<file path="src/rtl/bp_cce_uc_req_responder_pkg.sv">
// Proc configuration, BedRock message enums and structs used by the uncached
// CCE responder.
package bp_cce_uc_req_responder_pkg;

  typedef enum logic [0:0] {e_bp_default_cfg = 1'b0} bp_params_e;

  localparam int unsigned paddr_width_gp        = 40;
  localparam int unsigned lce_id_width_gp       = 4;
  localparam int unsigned cce_id_width_gp       = 4;
  localparam int unsigned cce_block_width_gp    = 64;
  localparam int unsigned lce_req_data_width_gp = 128;

  function automatic int unsigned cfg_cce_block_width(bp_params_e cfg);
    case (cfg)
      e_bp_default_cfg: return cce_block_width_gp;
      default:          return cce_block_width_gp;
    endcase
  endfunction

  typedef enum logic [2:0] {
    e_bedrock_msg_size_1, e_bedrock_msg_size_2, e_bedrock_msg_size_4, e_bedrock_msg_size_8,
    e_bedrock_msg_size_16, e_bedrock_msg_size_32, e_bedrock_msg_size_64, e_bedrock_msg_size_128
  } bp_bedrock_msg_size_e;

  typedef enum logic [1:0] {
    e_bedrock_req_rd_miss = 2'd0,
    e_bedrock_req_wr_miss = 2'd1,
    e_bedrock_req_uc_rd   = 2'd2,
    e_bedrock_req_uc_wr   = 2'd3
  } bp_bedrock_req_type_e;

  typedef enum logic [3:0] {
    e_bedrock_mem_rd    = 4'd0,
    e_bedrock_mem_wr    = 4'd1,
    e_bedrock_mem_uc_rd = 4'd2,
    e_bedrock_mem_uc_wr = 4'd3,
    e_bedrock_mem_pre   = 4'd4
  } bp_bedrock_mem_type_e;

  typedef enum logic [3:0] {
    e_bedrock_cmd_sync       = 4'd0,
    e_bedrock_cmd_set_clear  = 4'd1,
    e_bedrock_cmd_transfer   = 4'd2,
    e_bedrock_cmd_set_tag    = 4'd3,
    e_bedrock_cmd_invalidate = 4'd5,
    e_bedrock_cmd_uc_data    = 4'd6,
    e_bedrock_cmd_uc_st_done = 4'd7,
    e_bedrock_cmd_writeback  = 4'd8
  } bp_bedrock_cmd_type_e;

  typedef struct packed {
    bp_bedrock_req_type_e        msg_type;
    bp_bedrock_msg_size_e        size;
    logic [paddr_width_gp-1:0]   addr;
    logic [lce_id_width_gp-1:0]  src_id;
  } bp_bedrock_lce_req_header_s;

  typedef struct packed {
    bp_bedrock_lce_req_header_s       header;
    logic [lce_req_data_width_gp-1:0] data;
  } bp_bedrock_lce_req_msg_s;

  typedef struct packed {
    logic [lce_id_width_gp-1:0] lce_id;
    logic [2:0]                 way_id;
  } bp_bedrock_mem_payload_s;

  typedef struct packed {
    bp_bedrock_mem_type_e      msg_type;
    bp_bedrock_msg_size_e      size;
    logic [paddr_width_gp-1:0] addr;
    bp_bedrock_mem_payload_s   payload;
  } bp_bedrock_mem_header_s;

  typedef struct packed {
    bp_bedrock_mem_header_s        header;
    logic [cce_block_width_gp-1:0] data;
  } bp_bedrock_mem_msg_s;

  typedef struct packed {
    bp_bedrock_cmd_type_e        msg_type;
    bp_bedrock_msg_size_e        size;
    logic [paddr_width_gp-1:0]   addr;
    logic [lce_id_width_gp-1:0]  dst_id;
    logic [cce_id_width_gp-1:0]  src_id;
    logic [2:0]                  way_id;
  } bp_bedrock_lce_cmd_header_s;

  typedef struct packed {
    bp_bedrock_lce_cmd_header_s    header;
    logic [cce_block_width_gp-1:0] data;
  } bp_bedrock_lce_cmd_msg_s;

  localparam int unsigned lce_req_msg_width_gp = $bits(bp_bedrock_lce_req_msg_s);
  localparam int unsigned mem_msg_width_gp     = $bits(bp_bedrock_mem_msg_s);
  localparam int unsigned lce_cmd_msg_width_gp = $bits(bp_bedrock_lce_cmd_msg_s);

endpackage

</file>
<file path="src/rtl/bp_cce_uc_req_responder_txn_counter.sv">
// Saturating up-counter of completed transactions; holds at all-ones.
module bp_cce_txn_counter
  #(parameter int unsigned width_p = 16)
  (input  logic               clk_i
  ,input  logic               reset_n_i
  ,input  logic               up_i
  ,output logic [width_p-1:0] count_o
  );

  logic [width_p-1:0] count_d, count_q;

  always_comb begin
    count_d = count_q;
    if (up_i && (count_q != '1))
      count_d = count_q + 1'b1;
  end

  always_ff @(posedge clk_i or negedge reset_n_i) begin
    if (!reset_n_i) count_q <= '0;
    else            count_q <= count_d;
  end

  assign count_o = count_q;

endmodule

</file>
<file path="src/rtl/bp_cce_uc_req_responder.sv">
// Uncached-only CCE responder: turns each LCE uc_rd/uc_wr request into one
// memory command and returns the matching LCE command, one at a time.
module bp_cce_uc_req_responder
  import bp_cce_uc_req_responder_pkg::*;
  #(parameter bp_params_e  bp_params_p   = e_bp_default_cfg
   ,parameter int unsigned count_width_p = 16
   )
  (input  logic                            clk_i
  ,input  logic                            reset_n_i
  ,input  logic [cce_id_width_gp-1:0]      cce_id_i
  ,input  logic [lce_req_msg_width_gp-1:0] lce_req_i
  ,input  logic                            lce_req_v_i
  ,output logic                            lce_req_ready_then_o
  ,output logic [mem_msg_width_gp-1:0]     mem_cmd_o
  ,output logic                            mem_cmd_v_o
  ,input  logic                            mem_cmd_ready_then_i
  ,input  logic [mem_msg_width_gp-1:0]     mem_resp_i
  ,input  logic                            mem_resp_v_i
  ,output logic                            mem_resp_yumi_o
  ,output logic [lce_cmd_msg_width_gp-1:0] lce_cmd_o
  ,output logic                            lce_cmd_v_o
  ,input  logic                            lce_cmd_ready_then_i
  ,output logic                            illegal_req_o
  ,output logic [count_width_p-1:0]        txn_count_o
  );

  localparam int unsigned cce_block_width_lp = cfg_cce_block_width(bp_params_p);

  localparam logic [2:0] e_reset         = 3'd0;
  localparam logic [2:0] e_ready         = 3'd1;
  localparam logic [2:0] e_send_mem_cmd  = 3'd2;
  localparam logic [2:0] e_wait_mem_resp = 3'd3;
  localparam logic [2:0] e_send_lce_cmd  = 3'd4;

  logic [2:0]                    state_d, state_q;
  logic                          reset_done_d, reset_done_q;
  logic                          illegal_d, illegal_q;
  bp_bedrock_lce_req_msg_s       req_d, req_q, lce_req_li;
  logic [cce_block_width_lp-1:0] resp_data_d, resp_data_q;
  bp_bedrock_mem_msg_s           mem_cmd_lo, mem_resp_li;
  bp_bedrock_lce_cmd_msg_s       lce_cmd_lo;
  logic                          is_wr, txn_done;
  logic                          unused_bits;

  assign lce_req_li  = lce_req_i;
  assign mem_resp_li = mem_resp_i;
  assign is_wr       = (req_q.header.msg_type == e_bedrock_req_uc_wr);
  assign unused_bits = ^{mem_resp_li.header, req_q.data[lce_req_data_width_gp-1:cce_block_width_lp]};

  always_comb begin
    state_d              = state_q;
    reset_done_d         = 1'b1;
    illegal_d            = illegal_q;
    req_d                = req_q;
    resp_data_d          = resp_data_q;
    lce_req_ready_then_o = 1'b0;
    mem_cmd_v_o          = 1'b0;
    mem_resp_yumi_o      = 1'b0;
    lce_cmd_v_o          = 1'b0;
    txn_done             = 1'b0;
    case (state_q)
      // Hold one extra cycle after reset release before accepting requests.
      e_reset: if (reset_done_q) state_d = e_ready;
      e_ready: begin
        lce_req_ready_then_o = 1'b1;
        if (lce_req_v_i) begin
          if ((lce_req_li.header.msg_type == e_bedrock_req_uc_rd)
              || (lce_req_li.header.msg_type == e_bedrock_req_uc_wr)) begin
            req_d   = lce_req_li;
            state_d = e_send_mem_cmd;
          end else begin
            illegal_d = 1'b1;
          end
        end
      end
      e_send_mem_cmd: begin
        mem_cmd_v_o = mem_cmd_ready_then_i;
        if (mem_cmd_ready_then_i) state_d = e_wait_mem_resp;
      end
      e_wait_mem_resp: begin
        mem_resp_yumi_o = mem_resp_v_i;
        if (mem_resp_v_i) begin
          resp_data_d = mem_resp_li.data;
          state_d     = e_send_lce_cmd;
        end
      end
      e_send_lce_cmd: begin
        lce_cmd_v_o = lce_cmd_ready_then_i;
        if (lce_cmd_ready_then_i) begin
          txn_done = 1'b1;
          state_d  = e_ready;
        end
      end
      default: state_d = e_reset;
    endcase
  end

  always_comb begin
    mem_cmd_lo                       = '0;
    mem_cmd_lo.header.msg_type       = is_wr ? e_bedrock_mem_uc_wr : e_bedrock_mem_uc_rd;
    mem_cmd_lo.header.size           = req_q.header.size;
    mem_cmd_lo.header.addr           = req_q.header.addr;
    mem_cmd_lo.header.payload.lce_id = req_q.header.src_id;
    mem_cmd_lo.data                  = req_q.data[cce_block_width_lp-1:0];

    lce_cmd_lo                 = '0;
    lce_cmd_lo.header.msg_type = is_wr ? e_bedrock_cmd_uc_st_done : e_bedrock_cmd_uc_data;
    lce_cmd_lo.header.size     = req_q.header.size;
    lce_cmd_lo.header.addr     = req_q.header.addr;
    lce_cmd_lo.header.dst_id   = req_q.header.src_id;
    lce_cmd_lo.header.src_id   = cce_id_i;
    lce_cmd_lo.data            = is_wr ? '0 : resp_data_q;
  end

  // Message buses are held at zero outside the state that owns them.
  assign mem_cmd_o     = (state_q == e_send_mem_cmd) ? mem_cmd_lo : '0;
  assign lce_cmd_o     = (state_q == e_send_lce_cmd) ? lce_cmd_lo : '0;
  assign illegal_req_o = illegal_q;

  always_ff @(posedge clk_i or negedge reset_n_i) begin
    if (!reset_n_i) begin
      state_q      <= e_reset;
      reset_done_q <= 1'b0;
      illegal_q    <= 1'b0;
      req_q        <= '0;
      resp_data_q  <= '0;
    end else begin
      state_q      <= state_d;
      reset_done_q <= reset_done_d;
      illegal_q    <= illegal_d;
      req_q        <= req_d;
      resp_data_q  <= resp_data_d;
    end
  end

  bp_cce_txn_counter #(.width_p(count_width_p)) txn_counter
    (.clk_i    (clk_i)
    ,.reset_n_i(reset_n_i)
    ,.up_i     (txn_done)
    ,.count_o  (txn_count_o)
    );

  lce_req_protocol_a: assert property (@(posedge clk_i) disable iff (!reset_n_i)
    lce_req_v_i |-> (state_q == e_ready))
    else $fatal(1, "lce_req_v_i asserted while responder not ready");

endmodule

</file>
<file path="config.mk">
export PLATFORM = sky130hd
export DESIGN_NAME = bp_cce_uc_req_responder
export DESIGN_NICKNAME = d
export VERILOG_FILES = /design/src/rtl/bp_cce_uc_req_responder_pkg.sv /design/src/rtl/bp_cce_uc_req_responder_txn_counter.sv /design/src/rtl/bp_cce_uc_req_responder.sv
export SDC_FILE = /design/constraint.sdc
export NUM_CORES = 1
export LEC_CHECK = 0
export ABC_AREA = 1
export BUFFER_PORTS_ARGS = -buffer_cell sky130_fd_sc_hd__buf_2
export CAP_MARGIN = 20
export CELL_PAD_IN_SITES_DETAIL_PLACEMENT = 0
export CELL_PAD_IN_SITES_GLOBAL_PLACEMENT = 1
export CORE_AREA = 2 2 220 222
export DETAILED_ROUTE_END_ITERATION = 6
export DIE_AREA = 0 0 222 224
export GPL_ROUTABILITY_DRIVEN = 0
export PLACE_DENSITY = 0.63
export SLEW_MARGIN = 30
export SYNTH_ARGS = -nofsm -noshare
export SYNTH_HDL_FRONTEND = slang
export SYNTH_SLANG_ARGS = --single-unit
export TNS_END_PERCENT = 1
</file>
<file path="constraint.sdc">
create_clock -name clk_i -period 2.9 [get_ports clk_i]
set_input_delay 0.145 -clock clk_i [delete_from_list [all_inputs] [get_ports clk_i]]
set_output_delay 0.145 -clock clk_i [all_outputs]
set_load 0.1 [all_outputs]
</file>
---- Word-level counts from Yosys, hierarchy flattened ----
Cells that the tools add are included.
word-level totals
  output and inout port bits .............. 261
  input bits .............................. 305
  register bits after elaboration ......... 198
  word-level logic and storage cells ...... 51
operators by class
  bitwise logic cells ..................... 1
  add/sub/neg operators ................... 1
  eq/ne operators ......................... 14
  multiplexer cells ....................... 18
  reduce and logical (&&, ||, !) cells .... 7
operators by type and width
  kind                                                              count
  121-bit two-way mux                                               1
  116-bit two-way mux                                               1
  64-bit two-way mux                                                1
  3-bit two-way mux                                                 6
  16-bit by 1-bit adder with 16-bit output (second input constant)  1
  16-bit != test (second input constant)                            1
  3-bit one-hot mux with 5 select lines                             1
  2-bit != test (second input constant)                             6
  1-bit two-way mux                                                 8
  2-bit == test (second input constant)                             3
  3-bit by 2-bit == test with 1-bit output (second input constant)  2
  3-bit AND reduction                                               2
  6-bit AND reduction                                               1
  3-bit by 1-bit == test with 1-bit output (second input constant)  1
  3-bit == test (second input constant)                             1
  3-bit zero test                                                   1
  2-bit AND reduction                                               1
  1-bit logical AND                                                 1
  1-bit logical OR                                                  1
  1-bit NOT                                                         1

---- Longest topological paths before layout ----
Gate-level depths: netlist of run 1.
  depth after elaboration ................. 5
  depth in mapped cells ................... 9
  depth with buffers taken out ............ 9

---- By module ----
A second synthesis of run 1 with hierarchy kept.
second synthesis, totals
  cell total of the unflattened synthesis .. 1287
  area, all modules ....................... 9755.6 µm²
by module, submodules not included
  module                   instances  sequential area each (µm²)  area an instance (µm²)  cells each
  bp_cce_uc_req_responder  1          4554.4                      8697.1                  1138
  bp_cce_txn_counter       1          400.4                       1058.5                  149

---- Least setup slack after synthesis of run 1 ----
Ideal clock, no wire load.
  path kind ............................... register to output
  start point ............................. register state_q[2]
  end point ............................... output port mem_cmd_o[106]
  buffers on the path ..................... 3
  slack ................................... 0.382 ns
  required time ........................... 2.755 ns
  arrival ................................. 2.373 ns
  stages on the path, launching flop included .. 7
  cells stage by stage .................... dfrtp_1 -> buf_2 -> inv_2 -> nand3_1 -> buf_2 -> buf_1 -> nor2_1
between the ends
  cells in the longest elaborated chain, start to end .. 2
ends and longest elaborated chain
  element                                   RTL line                        RTL
  from (decl)                               bp_cce_uc_req_responder.sv:35   logic [2:0] state_d, state_q;
  from (signal assigned)                    bp_cce_uc_req_responder.sv:122  state_q <= e_reset;
  from (signal assigned)                    bp_cce_uc_req_responder.sv:128  state_q <= state_d;
  3-bit by 2-bit == test with 1-bit output  bp_cce_uc_req_responder.sv:116  assign mem_cmd_o = (state_q == e_send_mem_cmd) ? mem_cmd_lo : '0;
  116-bit two-way mux                       bp_cce_uc_req_responder.sv:116
  to (decl)                                 bp_cce_uc_req_responder.sv:14   ,output logic [mem_msg_width_gp-1:0] mem_cmd_o
Every way passes these cells.

---- Final worst setup path of run 1 ----
  start point ............................. register state_q[1]
  end point ............................... output port lce_cmd_o[51]
between the ends
  cells in the longest elaborated chain, start to end .. 2
ends and longest elaborated chain
  element              RTL line                        RTL
  3-bit == test        bp_cce_uc_req_responder.sv:117  assign lce_cmd_o = (state_q == e_send_lce_cmd) ? lce_cmd_lo : '0;
  121-bit two-way mux  bp_cce_uc_req_responder.sv:117
  to (decl)            bp_cce_uc_req_responder.sv:20   ,output logic [lce_cmd_msg_width_gp-1:0] lce_cmd_o
Every way passes these cells.

==> flow_metrics.py, run 1 <==
metrics = {
    "outcome": {
        "status": "finished clean",
    },
    "min_path": {
        "hold_class": "input port to flop",
        "hold_depth": 4,
        "hp-start": "mem_resp_v_i",
        "hold_end": "state_q[1]$_DFFE_PN0P_",
    },
    "sta": {
        "min_period_ps": 2610,
        "finalCritPeriodShare_pct": 90.1,
        "timing.fmax_mhz": 383,
        "drv_slew": 0,
        "relSlewSlack_pct": 45.5,
        "rsz0062_at_grt": "no",
        "tightest_slew_ps": 817,
        "finClkSkew_ps": 23.4,
        "timing_hold_violations_final": 0,
        "fin_tns_setup_ps": 0,
        "setup_viol": 0,
    },
    "synthesis": {
        "yosys_warnings": 0,
        "syn_area_sq_um": 9850,
        "synthArstFlopShare_pct": 100,
        "synth-main-ff-cell": "dfrtp_1",
        "synth_edf_count": 0,
        "yosys_register_bits": 198,
        "avgSynthCellArea_sq_um": 7.72,
        "synth_seq_area_share_pct": 50.3,
        "synth_cell_types": 25,
        "syn_inst": 1276,
    },
    "finish": {
        "stdcell_count": 2487,
        "n_fill_cell": 5117,
        "drive_above_1_share_pct": 32.2,
        "antennaDiodeCount": 0,
        "fin_nets": 2165,
        "fin_util_pct": 31.6,
        "area_delta_synth_final_pct": 52.1,
    },
    "power": {
        "p_per_area_nw_per_um2": 1170,
        "peakVddDrop_mv": 0.443,
        "total_power_uw": 17600,
        "p_leak_uw": 0.00846,
    },
    "critical_path": {
        "crit_required_ps": 2760,
        "r2r_end": "mem_cmd_lo[20]$_DFFE_PN0P_",
        "crit_type": "flop to primary output",
        "path_buf_inv": 2,
        "r2r_start": "state_q[2]$_DFFE_PN0P_",
        "startpoint_type": "flop",
        "worst_path_largest_cell_delay_ps": 490,
        "critical_path_arrival_ps": 2470,
        "cp_cell_sequence": "nor2_2 -> nand2_4 -> buf_4 -> nor2_1 -> buf_2",
        "r2r_slack_ps": 790,
        "cpMaxStageDelayCell": "dfrtp_1",
        "r2r_cells": 8,
        "crit_family": "buffers and inverters",
        "critPathMaxFanout": 67,
        "critPathCaptureType": "primary output",
    },
    "route": {
        "routedWlPerCell_um": 13.3,
        "drc": 0,
        "first_iter_violations": 503,
        "dr.pass1.iters": 5,
        "ant_nets": 0,
        "vias_per_cell": 3.96,
        "finalWirelength_mm": 33.0,
        "vias": 9854,
    },
    "clock_tree": {
        "cts_tree": "yes",
        "clockBufferDepth": 2,
        "cts_made_buffers": 17,
        "h-tree-depth": 4,
        "post-cts-setup-buffers": 0,
        "clk_latency_ps": 480,
        "clkTransAtPathRegs_ps": 70,
        "cts.sinks": 198,
        "root_buffer": "clkbuf_16",
    },
    "floorplan": {
        "dieArea_sq_um": 49700,
        "die_y_um": 224,
        "die_w_um": 222,
        "rows": 80,
        "ioPinCount": 566,
        "core_sq_um": 47300,
        "initial_core_util_pct": 20.8,
    },
    "placement": {
        "numPortBuffers": 438,
        "place_hpwl_mm": 22.6,
        "dp_cells": 2275,
    },
    "global_routing": {
        "grt_max_degree": 112,
        "grt_pass1_vias": 9931,
        "grt_overflow": 0,
        "grt_usage_pct": 13.4,
        "grt_antenna_before_repair": 1,
        "grt_pass1_wl_mm": 52.3,
    },
    "flow_run": {
        "max_cap_violations": 0,
    },
}
-- logic make-up after synthesis --
family | share of synthesized area (%)
other cells | 0.0763
xor+xnor | 0.534
compound gates | 10.4
buf+inv | 10.3
fa+ha+maj | 0.127
flops | 50.3
simple gates | 28.2
-- worst max-delay path by stage --
stage,start,endpoint,cells past startpoint
floorplan,state_q[2]$_DFFE_PN0P_,mem_cmd_o[106],6
global placement,state_q[2]$_DFFE_PN0P_,mem_cmd_lo[30]$_DFFE_PN0P_,8
detailed placement,state_q[2]$_DFFE_PN0P_,mem_cmd_lo[20]$_DFFE_PN0P_,8
CTS,state_q[2]$_DFFE_PN0P_,mem_cmd_o[19],5
global route,state_q[1]$_DFFE_PN0P_,lce_cmd_o[51],5
finish,state_q[1]$_DFFE_PN0P_,lce_cmd_o[51],5
-- sequential cells by signal, summed over array words and instances (netlist names) --
name and flops:
resp_data_q 64, txn_counter.count_o 16, mem_cmd_lo 64, lce_cmd_lo 47
req_q 2, reset_done_q 1, state_q 3, illegal_req_o 1
-- what timing repair did --
action                    CTS  global route
hold endpoints to repair  252             0
hold buffers              180             0
resized for setup           0             0
-- metrics by stage --
step,instance area [sq um],hold slack [ps],setup WS (ps)
detailed placement,12600,258,701
finish,15000,91.5,287
CTS,15000,29.1,187
global placement,12600,256,726
floorplan,9880,-151,382
global route,15000,80.8,101
-- area by class of cell --
type	instances	area [sq um]	share of cell area [%]
inverters	139	522	3.48
flip-flops and latches	198	4950	33.1
repair buffers	637	4220	28.2
clock buffers	19	443	2.96
well taps	615	769	5.14
multi-input cells	866	3930	26.2
clock inverters	13	144	0.960
-- synth_stat cells (3+ instances only) --
library cell | instances | share of area [%]
nor2_1 | 362 | 14
inv_2 | 3 | 0.11
buf_6 | 16 | 1.8
xor2_1 | 6 | 0.53
dfrtp_1 | 198 | 50
clkbuf_1 | 32 | 1.2
a21oi_2 | 103 | 9.2
inv_1 | 136 | 5.2
nand2_1 | 338 | 13
buf_2 | 10 | 0.51
nand3_1 | 13 | 0.66
buf_1 | 7 | 0.27
a21oi_1 | 9 | 0.46
buf_4 | 16 | 1.2
nand4_1 | 4 | 0.25
o21ai_0 | 11 | 0.56
-- cell usage in the layout (no fill, tap or decap), types with 5 or more instances in the layout --
cell,netlist,final
dlygate4sd3_1,0,180
buf_12,0,6
dfrtp_1,198,198
a21oi_2,103,103
inv_1,136,136
buf_4,16,13
conb_1,2,10
xor2_1,6,6
nand3_1,13,12
buf_2,10,437
inv_6,0,5
a21oi_1,9,9
clkbuf_16,0,17
nand2_1,338,335
o21ai_0,11,11
nor2_1,362,362
-- worst reg2reg max path: stages (launching register included) --
cell and delay [ps]:
dfrtp_1 500, inv_2 100, nand2_1 130, nor2_4 70
nand3_4 80, buf_12 330, buf_4 620, nor2_1 110
a21oi_2 120
-- routing by layer --
| layer | up-vias | part of all wire [%] | wire length, um | GRT usage (%) |
|---|---|---|---|---|
| met3 | 32 | 7.2 | 2390 | 4.76 |
| met5 | - | 0.030 | 10 | 0 |
| met2 | 340 | 46 | 15400 | 22.5 |
| met4 | 2 | 2.0 | 660 | 4.77 |
| met1 | 4535 | 44 | 14600 | 15.8 |
| li1 | 4945 | - | - | - |
-- report_power, final --
group          switching (uW)  leakage [uW]  internal [uW]
logic                    8670       0.00588           1940
registers                 514       0.00228           3930
clock network            1200      0.000295           1310
Power figures use the tool's default switching activity.
==> run 2: changes to the inputs <==
--- a/config.mk
+++ b/config.mk
@@ -14,8 +14,8 @@
 export DETAILED_ROUTE_END_ITERATION = 6
 export DIE_AREA = 0 0 222 224
 export GPL_ROUTABILITY_DRIVEN = 0
+export GPL_TIMING_DRIVEN = 0
 export PLACE_DENSITY = 0.63
-export SLEW_MARGIN = 30
 export SYNTH_ARGS = -nofsm -noshare
 export SYNTH_HDL_FRONTEND = slang
 export SYNTH_SLANG_ARGS = --single-unit
==> run 2 against run 1 <==
  * Largest cell class unchanged
  * Largest power group unchanged
  * Die area unchanged
  * Total power up 1.2%
  * Register-to-register slack worse by 230 ps
  * Global-route usage up 2.4 points
  * Critical path depth up 2
  * Critical path type unchanged
==> flow_metrics.py, run 2 (synthesis results as in run 1) <==
metrics = {
    "min_path": {
        "hold_class": "input port to flop",
        "hp-start": "mem_resp_v_i",
    },
    "power": {
        "p_leak_uw": 0.00858,
        "power_switching_share_pct": 59.6,
        "p_int_uw": 7180,
        "comb_power_share_pct": 61.8,
        "p_per_area_nw_per_um2": 1160,
        "p_clk_share_pct": 13.3,
        "p_seq_share_pct": 24.9,
        "power.switching_uw": 10600,
        "peakVddDrop_mv": 0.540,
    },
    "sta": {
        "tightest_slew_ps": 967,
        "fin_ws_ps": 144,
        "finalCritPeriodShare_pct": 95.0,
        "relSlewSlack_pct": 35.5,
        "timing_hold_violations_final": 0,
        "drv_slew": 0,
        "min_period_ps": 2760,
        "setup_viol": 0,
        "rsz0062_at_grt": "yes",
        "timing.fmax_mhz": 363,
        "finClkSkew_ps": 16.0,
        "hold_ws_ps": 79.2,
    },
    "clock_tree": {
        "root_buffer": "clkbuf_16",
        "cts.sinks": 198,
        "clkTransAtPathRegs_ps": 80,
        "cts_made_buffers": 17,
        "clk_latency_ps": 490,
        "cts_tree": "yes",
        "clockBufferDepth": 2,
        "h-tree-depth": 4,
    },
    "critical_path": {
        "startpoint_type": "flop",
        "critPathCaptureType": "primary output",
        "crit_type": "flop to primary output",
        "critPathMaxFanout": 10,
        "crit_required_ps": 2760,
        "worstSetupStartpoint": "state_q[2]$_DFFE_PN0P_",
        "critical_path_arrival_ps": 2610,
        "r2r_start": "state_q[2]$_DFFE_PN0P_",
    },
    "route": {
        "ant_nets": 0,
        "drc": 0,
        "vias_per_cell": 3.98,
        "routedWlPerCell_um": 15.2,
        "first_iter_violations": 461,
        "dr.pass1.iters": 4,
        "vias": 10100,
        "finalWirelength_mm": 38.9,
    },
    "placement": {
        "dp_cells": 2338,
        "dpl_worst_slack_ps": -48.5,
        "placed_area_sq_um": 12900,
        "place_hpwl_mm": 29.0,
        "numPortBuffers": 438,
    },
    "floorplan": {
        "die_y_um": 224,
        "dieArea_sq_um": 49700,
        "initial_core_util_pct": 20.8,
        "core_sq_um": 47300,
        "rows": 80,
        "ioPinCount": 566,
        "die_w_um": 222,
    },
    "finish": {
        "drive_above_1_share_pct": 32.7,
        "area_delta_synth_final_pct": 56.1,
        "postLayoutCellArea_sq_um": 15400,
        "multiInputGateArea_sq_um": 3920,
        "fin_util_pct": 32.5,
        "final_cell_mix": "403 x buf_2, 359 x nor2_1, 337 x nand2_1",
        "final_common_cell": "buf_2",
        "stdcell_count": 2553,
        "fin_nets": 2228,
        "n_fill_cell": 5154,
        "ff_latch_area_sq_um": 4950,
    },
    "global_routing": {
        "grt_pass1_wl_mm": 59.6,
        "grt_antenna_before_repair": 2,
        "grt_pass1_vias": 10400,
        "grt_usage_pct": 15.8,
        "grt_max_degree": 103,
        "grt_overflow": 0,
    },
    "outcome": {
        "status": "finished clean",
    },
    "flow_run": {
        "max_cap_violations": 0,
    },
}
-- run 2: changes by cell type in the layout (fill, tap and decap cells not counted), sizes merged, moves of 2 or more --
cell	previous run	this run
diode	0	3
clkinvlp	0	2
clkbuf	20	86
bufinv	2	0
-- run 2: per-stage QoR --
step,TNS [ps],total power [uW]
after floorplan,0,13100
after global placement,-416650,15100
after detailed placement,-48.5,15200
after CTS,-90.6,17900
after global routing,-40.0,18800
final,0,17800
-- run 2: final timing paths --
kind	end	slack (ps)	cells past startpoint
worst max-delay path	mem_cmd_o[72]	140	7
worst min-delay path	state_q[1]$_DFFE_PN0P_	80	4
worst max register to register	mem_cmd_lo[16]$_DFFE_PN0P_	560	8
worst min register to register	req_q[176]$_DFFE_PN0P_	480	2
max in group asynchronous	mem_cmd_lo[16]$_DFFE_PN0P_	1610	3
min in group asynchronous	lce_cmd_lo[81]$_DFFE_PN0P_	260	2
-- run 2: final cells by class --
| type | instances | share of cell area, % |
|---|---|---|
| repair buffers | 619 | 26.9 |
| clock inverters | 11 | 0.594 |
| flip-flops and latches | 198 | 32.2 |
| clock buffers | 21 | 3.00 |
| multi-input cells | 866 | 25.5 |
| well taps | 615 | 5.01 |
| diodes | 3 | 0.0488 |
| plain buffers | 81 | 3.31 |
| inverters | 139 | 3.39 |
-- run 2: metal layers --
layer,track usage [%],share of wire [%],vias to the layer above
li1,-,-,5086
met1,18.5,43,4624
met2,26.6,47,386
met3,4.88,6.5,53
met4,7.24,3.4,0
met5,0,0,-
-- run 2: power groups by stage --
stage                     clock network (uW)  logic, uW  registers, uW
after floorplan                            0       8390           4720
after global placement                     0      10700           4450
after detailed placement                   0      10800           4480
after CTS                               2500      11000           4430
after global routing                    2590      11700           4570
final                                   2360      11000           4430
-- run 2: repair_timing --
item / in CTS / in global routing
cloned: 0 / 0
resized for setup: 22 / 35
hold buffers: 180 / 0
setup buffers: 0 / 0
endpoints found under the hold margin: 274 / 0
setup endpoints to repair: 137 / 43
-- run 2: worst max-delay path, stage by stage (launching register included) --
cell     delay, ps
dfrtp_1        350
buf_2          160
inv_2           80
nand3_2        290
buf_4          330
buf_1          320
nor2_2         260
buf_4          330
==> run 3: changes to the inputs <==
--- a/config.mk
+++ b/config.mk
@@ -10,13 +10,14 @@
 export CAP_MARGIN = 20
 export CELL_PAD_IN_SITES_DETAIL_PLACEMENT = 0
 export CELL_PAD_IN_SITES_GLOBAL_PLACEMENT = 1
-export CORE_AREA = 2 2 220 222
+export CORE_AREA = 2 2 219 221
 export DETAILED_ROUTE_END_ITERATION = 6
-export DIE_AREA = 0 0 222 224
+export DIE_AREA = 0 0 221 223
 export GPL_ROUTABILITY_DRIVEN = 0
 export GPL_TIMING_DRIVEN = 0
-export PLACE_DENSITY = 0.63
+export PLACE_DENSITY = 0.66
 export SYNTH_ARGS = -nofsm -noshare
 export SYNTH_HDL_FRONTEND = slang
+export SYNTH_HIERARCHICAL = 1
 export SYNTH_SLANG_ARGS = --single-unit
 export TNS_END_PERCENT = 1
==> constraint.sdc (replaced) <==
create_clock -name clk_i -period 2.2 [get_ports clk_i]
set_input_delay 0.11 -clock clk_i [delete_from_list [all_inputs] [get_ports clk_i]]
set_output_delay 0.11 -clock clk_i [all_outputs]
set_load 0.1 [all_outputs]
==> run 3 against run 2 <==
  * Routed wire length grew 3.1%
  * Utilization grew 5.1 points
  * Total power grew 46%
  * Via count grew 5.0%
  * Register-to-register slack lost 420 ps
  * First-iteration DRC count grew 20%
  * Critical path depth is the same
  * Die area shrank 0.89%
  * Largest cell class is now non-clock buffers
  * Largest power group unchanged
  * Highest routed layer unchanged
==> flow_metrics.py, run 3 <==
metrics = {
    "min_path": {
        "hold_depth": 4,
        "hold_class": "input port to flop",
    },
    "sta": {
        "fin_tns_setup_ps": 0,
        "finClkSkew_ps": 17.0,
        "setup_viol": 0,
        "tightest_slew_ps": 839,
        "drv_slew": 0,
        "timing.fmax_mhz": 455,
        "timing_hold_violations_final": 0,
        "relSlewSlack_pct": 44.0,
        "rsz0062_at_grt": "yes",
        "min_period_ps": 2200,
        "finalCritPeriodShare_pct": 100,
    },
    "synthesis": {
        "yosysMostFrequentCell": "nor2_1",
        "synth_edf_count": 0,
        "yosys_warnings": 6,
        "syn_inst": 1287,
        "synth.area.top_cells": "dfrtp_1 51%, nor2_1 14%, nand2_1 13%",
        "synth_cell_types": 26,
        "yosys_register_bits": 198,
        "synth-main-ff-cell": "dfrtp_1",
        "synth_top_area_share_pct": 50.8,
        "yosysTopAreaCell": "dfrtp_1",
        "ys_top_cells_by_count": "360 x nor2_1, 340 x nand2_1, 198 x dfrtp_1, 139 x inv_1, 59 x a21oi_1",
        "synthArstFlopShare_pct": 100,
        "avgSynthCellArea_sq_um": 7.58,
        "syn_area_sq_um": 9760,
        "synth_seq_area_share_pct": 50.8,
    },
    "route": {
        "drc": 0,
        "finalWirelength_mm": 40.1,
        "dr.pass1.iters": 5,
        "ant_nets": 0,
        "routedWlPerCell_um": 15.6,
        "first_iter_violations": 553,
        "vias": 10700,
        "vias_per_cell": 4.15,
    },
    "floorplan": {
        "ioPinCount": 566,
        "dieArea_sq_um": 49300,
        "core_sq_um": 47100,
        "rows": 80,
        "die_y_um": 223,
        "initial_core_util_pct": 20.7,
        "die_w_um": 221,
    },
    "clock_tree": {
        "clkTransAtPathRegs_ps": 80,
        "h-tree-depth": 4,
        "root_buffer": "clkbuf_16",
        "cts.sinks": 198,
        "cts_tree": "yes",
        "clk_latency_ps": 490,
        "cts_made_buffers": 17,
        "clockBufferDepth": 2,
    },
    "critical_path": {
        "cpMaxStageDelayCell": "dfrtp_1",
        "path_buf_inv": 4,
        "critical_path_arrival_ps": 2090,
        "worst_path_largest_cell_delay_ps": 380,
        "crit_cells": 7,
        "critPathMaxFanout": 10,
        "crit_top_cell": "buf_12",
        "crit_family": "buffers and inverters",
        "r2r_cells": 11,
        "crit_required_ps": 2090,
        "critPathCaptureType": "primary output",
        "crit_type": "flop to primary output",
        "cp_cell_sequence": "buf_6 -> nor2_4 -> nand2_4 -> buf_12 -> buf_4 -> nor2_2 -> buf_12",
        "startpoint_type": "flop",
    },
    "finish": {
        "n_fill_cell": 4721,
        "final_cell_mix": "338 x nand2_1, 250 x nor2_1, 219 x buf_2",
        "final_common_cell": "nand2_1",
        "drive_above_1_share_pct": 37.8,
        "fin_nets": 2248,
        "area_delta_synth_final_pct": 81.6,
    },
    "placement": {
        "numPortBuffers": 438,
        "place_hpwl_mm": 27.3,
    },
    "flow_run": {
        "max_cap_violations": 0,
    },
    "power": {
        "total_power_uw": 26000,
        "p_leak_uw": 0.00904,
        "peakVddDrop_mv": 1.16,
        "p_per_area_nw_per_um2": 1470,
    },
    "global_routing": {
        "grt_antenna_before_repair": 1,
        "grt_max_degree": 101,
        "grt_usage_pct": 15.7,
        "grt_overflow": 0,
        "grt_pass1_vias": 10700,
        "grt_pass1_wl_mm": 59.8,
    },
    "outcome": {
        "status": "finished clean",
    },
}
[run 3: cell types whose count changed in the layout (fill, tap and decap cells not counted), sizes merged, moves of 3 or more]
cell / delta
xor2: -5
nor2: +3
buf: +53
nand2: +8
clkbuf: -45
o21ai: -3
xnor2: +5
[run 3: final cells by class]
type                       count  area [sq um]  area share [%]
antenna                        1          2.50          0.0141
sequential                   198          4960            28.0
timing repair buffer         627          5990            33.8
tap                          615           769            4.34
buffer                        82           683            3.86
multi-input combinational    874          4210            23.7
clock buffer                  21           460            2.60
clock inverter                10           119           0.671
inverter                     142           536            3.02
[run 3: cells by family after synthesis]
group / after synthesis / share of synthesized area, %
compound gates: 123 / 8.48
fa+ha+maj: 1 / 0.128
xor+xnor: 6 / 0.539
other cells: 2 / 0.0770
buf+inv: 224 / 10.7
simple gates: 733 / 29.3
flops: 198 / 50.8
[run 3: path summary, 6_finish.rpt]
path	from	to	slack, ps
worst max-delay path	state_q[2]$_DFFE_PN0P_	mem_cmd_o[67]	0.9
worst min-delay path	lce_cmd_ready_then_i	state_q[2]$_DFFE_PN0P_	80
worst max register to register	state_q[0]$_DFFE_PN0P_	mem_cmd_lo[50]$_DFFE_PN0P_	140
worst min register to register	req_q[176]$_DFFE_PN0P_	req_q[176]$_DFFE_PN0P_	460
max in group asynchronous	reset_n_i	resp_data_q[34]$_DFFE_PN0P_	870
min in group asynchronous	reset_n_i	mem_cmd_lo[23]$_DFFE_PN0P_	250
[run 3: per-layer routing]
layer / global-route usage, % / part of all wire (%) / up-vias
met1: 19.5 / 42 / 5154
met2: 26.4 / 51 / 299
met4: 6.58 / 2.9 / 0
met3: 3.28 / 4.1 / 66
met5: 0 / 0 / -
li1: - / - / 5138
[run 3: through the flow]
step | instance area [sq um] | setup slack, ps | std cells | hold WS [ps] | utilization (%)
after global placement | 12800 | -2820 | 2348 | 304 | 27.1
after detailed placement | 12800 | -374 | 2349 | 217 | 27.1
after CTS | 16900 | -55.9 | 2566 | 42.8 | 35.9
after floorplan | 9790 | -285 | 1295 | -186 | -
after global routing | 17700 | -101 | 2570 | 114 | 37.6
final | 17700 | 0.925 | 2570 | 82.1 | 37.6
[run 3: repair_timing]
action	4_1_cts	5_1_grt
endpoints found under the hold margin	278	0
setup endpoints to repair	250	203
hold buffers	181	0
resized for setup	554	220
buffers inserted	4	3
pin swaps	3	3
cloned	1	0
[run 3: worst min-delay path, cell delays in order]
cell and delay (ps):
buf_2 80, inv_1 120, nand3_1 170, nand2_1 60
[run 3: power breakdown]
part           total, uW  internal (uW)  switching, uW
Sequential          5780           5170            614
Combinational      16900           4640          12300
Clock               3290           1740           1560
Total              26000          11500          14500
